**config.mk**
```make
export PLATFORM = sky130hd
export DESIGN_NAME = mac_accumulator
export DESIGN_NICKNAME = d
export VERILOG_FILES = /design/src/rtl/mac_accumulator.sv
export SDC_FILE = /design/constraint.sdc
export NUM_CORES = 1
export LEC_CHECK = 0
export BUFFER_PORTS_ARGS = -buffer_cell sky130_fd_sc_hd__buf_2
export CAP_MARGIN = 20
export CORE_MARGIN = 10
export CORE_UTILIZATION = 30
export CTS_BUF_LIST = sky130_fd_sc_hd__clkbuf_16
export DETAILED_ROUTE_END_ITERATION = 8
export SKIP_CTS_REPAIR_TIMING = 1
export SLEW_MARGIN = 5
export SYNTH_ARGS = -nofsm -noshare
export SYNTH_HDL_FRONTEND = slang
export SYNTH_SLANG_ARGS = --single-unit
```
**constraint.sdc**
```tcl
create_clock -name clk -period 7.6 [get_ports clk]
set_clock_uncertainty 0.05 [all_clocks]
set_input_delay 1.14 -clock clk [delete_from_list [all_inputs] [get_ports clk]]
set_output_delay 1.14 -clock clk [all_outputs]
set_load 0.01 [all_outputs]
```
**src/rtl/mac_accumulator.sv**
```systemverilog
// mac_accumulator: frame-based unsigned accumulator that sits behind the 8x8
// array multiplier. Product beats arrive on a valid/ready handshake. A frame
// closes on in_last or when MAX_TERMS beats have been taken. The closed
// frame's sum, beat count and sticky overflow are then held on a second
// handshake until the consumer takes them.
module mac_accumulator #(
  parameter int PROD_W    = 16,
  parameter int ACC_W     = 24,
  parameter int MAX_TERMS = 256,
  parameter int CNT_W     = 9
) (
  input  logic              clk,
  input  logic              rst_n,
  input  logic              in_valid,
  output logic              in_ready,
  input  logic [PROD_W-1:0] in_prod,
  input  logic              in_last,
  output logic              out_valid,
  input  logic              out_ready,
  output logic [ACC_W-1:0]  out_acc,
  output logic [CNT_W-1:0]  out_cnt,
  output logic              out_ovf
);

  // Two-state frame controller. ACC takes beats; OUT holds the result.
  localparam logic [0:0] ST_ACC = 1'b0;
  localparam logic [0:0] ST_OUT = 1'b1;

  // Beat count at which a frame is forced closed without in_last.
  localparam logic [CNT_W-1:0] MAX_CNT = CNT_W'(MAX_TERMS);

  logic [0:0]       state;
  logic [0:0]       state_nxt;

  // Running frame state. This is separate from the output registers so the
  // presented result stays frozen while the next frame fills.
  logic [ACC_W-1:0] sum;
  logic [CNT_W-1:0] cnt;
  logic             ovf;

  // Post-update candidates for the beat being accepted this cycle.
  logic [ACC_W:0]   sum_ext;
  logic [ACC_W-1:0] sum_nxt;
  logic [CNT_W-1:0] cnt_nxt;
  logic             ovf_nxt;

  logic             beat;   // product accepted this cycle
  logic             close;  // accepted beat ends the frame
  logic             drain;  // result taken by the consumer this cycle

  // Handshake flags are pure decodes of the state register. in_valid and
  // out_ready therefore have no combinational path to in_ready.
  assign in_ready  = (state == ST_ACC);
  assign out_valid = (state == ST_OUT);

  assign beat  = in_valid && in_ready;
  assign drain = out_valid && out_ready;

  // Zero-extend the product and add with one extra bit. The extra bit is the
  // carry out of the accumulator MSB, which sets the sticky overflow.
  assign sum_ext = {1'b0, sum} + {{(ACC_W + 1 - PROD_W){1'b0}}, in_prod};
  assign sum_nxt = sum_ext[ACC_W-1:0];
  assign ovf_nxt = ovf | sum_ext[ACC_W];
  assign cnt_nxt = cnt + CNT_W'(1);

  // The frame closes on an explicit last beat or on the beat that reaches
  // the term limit. A zero-valued beat still counts toward that limit.
  assign close = beat && (in_last || (cnt_nxt == MAX_CNT));

  // Next-state selection for the frame controller.
  always_comb begin
    state_nxt = state;
    case (state)
      ST_ACC:  if (close) state_nxt = ST_OUT;
      ST_OUT:  if (drain) state_nxt = ST_ACC;
      default: state_nxt = ST_ACC;
    endcase
  end

  // State register. Reset drops any partial frame or pending result at once.
  always_ff @(posedge clk or negedge rst_n) begin
    if (!rst_n) state <= ST_ACC;
    else        state <= state_nxt;
  end

  // Running accumulator. It updates on each accepted beat and clears when the
  // result is consumed, so the next frame starts from zero.
  always_ff @(posedge clk or negedge rst_n) begin
    if (!rst_n) begin
      sum <= '0;
      cnt <= '0;
      ovf <= 1'b0;
    end else if (drain) begin
      sum <= '0;
      cnt <= '0;
      ovf <= 1'b0;
    end else if (beat) begin
      sum <= sum_nxt;
      cnt <= cnt_nxt;
      ovf <= ovf_nxt;
    end
  end

  // Result registers. They capture the post-update totals on the closing
  // beat and keep them until the next frame closes, including after the
  // consumer has taken them.
  always_ff @(posedge clk or negedge rst_n) begin
    if (!rst_n) begin
      out_acc <= '0;
      out_cnt <= '0;
      out_ovf <= 1'b0;
    end else if (close) begin
      out_acc <= sum_nxt;
      out_cnt <= cnt_nxt;
      out_ovf <= ovf_nxt;
    end
  end

  // Protocol sanity: a stalled result must not move, and the two handshakes
  // are mutually exclusive.
  a_hold_stable: assert property (@(posedge clk) disable iff (!rst_n)
    (out_valid && !out_ready) |=> (out_valid && $stable(out_acc) &&
                                   $stable(out_cnt) && $stable(out_ovf)));

  a_exclusive: assert property (@(posedge clk) disable iff (!rst_n)
    in_ready != out_valid);

endmodule
```
==> reports/metrics.cfg <==
[outcome]
status = finished clean

[die]
die_w_um = 133.9
start_util = 0.3074
core_sq_um = 12670
die-area_sq_um = 17940
die_h_um = 133.9
num_io_pins = 57
rows = 41

[setup_path]
r2r-end = out_acc[14]
crit_end = out_acc[12]
slowest_stage = or4_1
r2r-start = cnt[0]
reg2reg_slack_ns = 4.84
critical_path_buf_inv_count = 1
cp_data_arrival_time_ns = 3.41
critPathRequiredTime_ns = 7.77
crit_path_max_incr_delay_ns = 0.47
start_kind = input port
startpoint = in_prod[0]
critPathKind = input port to flop
crit_fanout = 4
cp_top_family = simple AND/OR/NAND/NOR gates
endpoint_kind = flop
r2r_cells = 8
cp_num_cells = 10
crit_chain = buf_2 > ha_1 > fa_1 > a21o_1 > nand4_1 > a21oi_2 > or4_1 > a31oi_1 > xnor2_1 > mux2_4

[detailed_routing]
dr.pass1.iters = 4
vias = 3087
ant_nets = 0
wl_per_cell_um = 15.85
vias_per_cell = 5.069
drc = 0
drt_iter0_markers = 227
wl_mm = 9.655

[run]
cap_violations = 0

[layout]
layout-drive-gt1-share = 0.2471
area_delta_synth_final_pct = 18.89
post-route-util = 0.3655
mostFrequentLayoutCell = dfrtp_1
fin_nets = 473
mostFrequentLayoutCells = dfrtp_1 (69), buf_2 (56), nand2_1 (37)
num_antenna_cells = 0

[synthesis]
synth_top_area_frac = 0.4433
ys_warn_count = 0
yosysTopAreaCell = dfrtp_1
syn_area_per_cell_sq_um = 10.14
yosysSeqAreaShare = 0.4433
ys_ff_latch = 69
synthDistinctLibCells = 61
syn_nets = 424
async_reset_ff_frac = 1.000
syn_area_sq_um = 3895
netlist_instances = 384
ys.flop_type = dfrtp_1
synth-edff-count = 0
yosys-top-cells-area = dfrtp_1 (44%), ha_1 (5.8%), mux2_2 (4.6%)

[timing]
rsz0062_at_grt = no
fin_setup_tns_ns = 0
drv_slew = 0
tightest_slew_ns = 0.9073
final.period_utilization = 0.4261
slew-limit-headroom = 0.3951
hold_viol = 0
finalSetupViolCount = 0
fmax_ghz = 0.3088
period_minus_slack_ns = 3.239

[global_routing]
grt_util_all_layers = 0.1099
gr-total-overflow = 0
grt_max_degree = 70
antenna_found_initial = 0
grt_pass1_wl_mm = 15.92
grt_pass1_vias = 3104

[placement]
port_buffers = 56
gp_congestion = 0.8293
dpl.hpwl_mm = 6.712

[clocking]
clock_sinks = 69
clock_latency_ns = 0.34
cts_tree = yes
cts_max_path_buffers = 2
clk_pin_slew_worst_paths_ns = 0.06
cts_root_buf = clkbuf_16
cts-buffers-inserted = 9
htree_levels = 3

[pwr]
powerDensity_nw_per_um2 = 371.9
worst_ir_drop_vdd_uv = 186.4
power.total_w = 0.001722
leakagePower_nw = 2.033

[min_path]
hold_class = flop to flop

==> registers in the layout (all words and copies together), names as in the netlist <==
signal and flops:
out_valid 1, ovf 1, out_ovf 1, cnt 9, out_acc 24, out_cnt 9
sum 24
==> worst min path at each step <==
stage | start | endpoint | slack, ns | depth (start not counted)
after global placement | ovf | ovf | 0.43 | 1
after global routing | out_acc[1] | out_acc[1] | 0.46 | 1
after detailed placement | ovf | ovf | 0.44 | 1
after CTS | ovf | ovf | 0.45 | 1
after floorplan | sum[2] | sum[2] | 0.40 | 2
final | ovf | ovf | 0.45 | 1
==> cell usage after synthesis, types with 4 or more instances <==
| cell | n |
|---|---|
| nor2b_1 | 4 |
| clkbuf_1 | 10 |
| dfrtp_1 | 69 |
| mux2_2 | 16 |
| a21oi_1 | 35 |
| o21ai_0 | 21 |
| xnor2_1 | 18 |
| a31oi_1 | 11 |
| a22o_1 | 18 |
| nand4_1 | 10 |
| xor2_1 | 7 |
| nand3_1 | 4 |
| ha_1 | 18 |
| nor2_1 | 30 |
| nand2_1 | 37 |
| buf_2 | 9 |
| a21o_1 | 7 |
==> kinds of logic (layout without fill, tap and decap cells) <==
group	count (synthesis)	in the layout	synth area share
buf+inv	26	79	0.03084
flops	69	69	0.4433
compound gates	122	122	0.2258
fa+ha+maj	19	19	0.06296
simple gates	104	104	0.1256
mux	19	19	0.05525
xor+xnor	25	25	0.05622
==> per-layer routing <==
metal	wire length [um]	vias up	part of all wire	global-route usage
li1	-	1509	-	-
met1	4573	1495	0.47	0.1375
met2	4475	69	0.46	0.1713
met3	441	14	0.046	0.03398
met4	164	0	0.017	0.04655
met5	0	-	0	0
==> stage by stage <==
stage | hold WS, ns | instance area (sq um) | instances | worst slack [ns]
floorplan | 0.4038 | 3895 | 384 | 4.281
global placement | 0.4263 | 4325 | 594 | 4.036
detailed placement | 0.4355 | 4325 | 594 | 4.026
CTS | 0.4488 | 4631 | 609 | 4.381
global route | 0.4614 | 4631 | 609 | 4.182
finish | 0.4483 | 4631 | 609 | 4.361
==> final cells by class <==
class	count	area [sq um]
multi-input combinational	289	2054
inverter	3	11.26
fill	1282	8040
tap	172	215.2
sequential	69	1727
timing repair buffer	61	317.8
clock buffer	9	225.2
clock inverter	6	80.08
==> report_power, final <==
| part | leakage (nW) | switching [W] | total, W | internal (W) |
|---|---|---|---|---|
| clock | 0.150 | 0.000158 | 0.000440 | 0.000282 |
| sequential | 0.862 | 0.0000820 | 0.000569 | 0.000487 |
| combinational | 1.02 | 0.000396 | 0.000713 | 0.000317 |
Power figures use the tool's default switching activity.
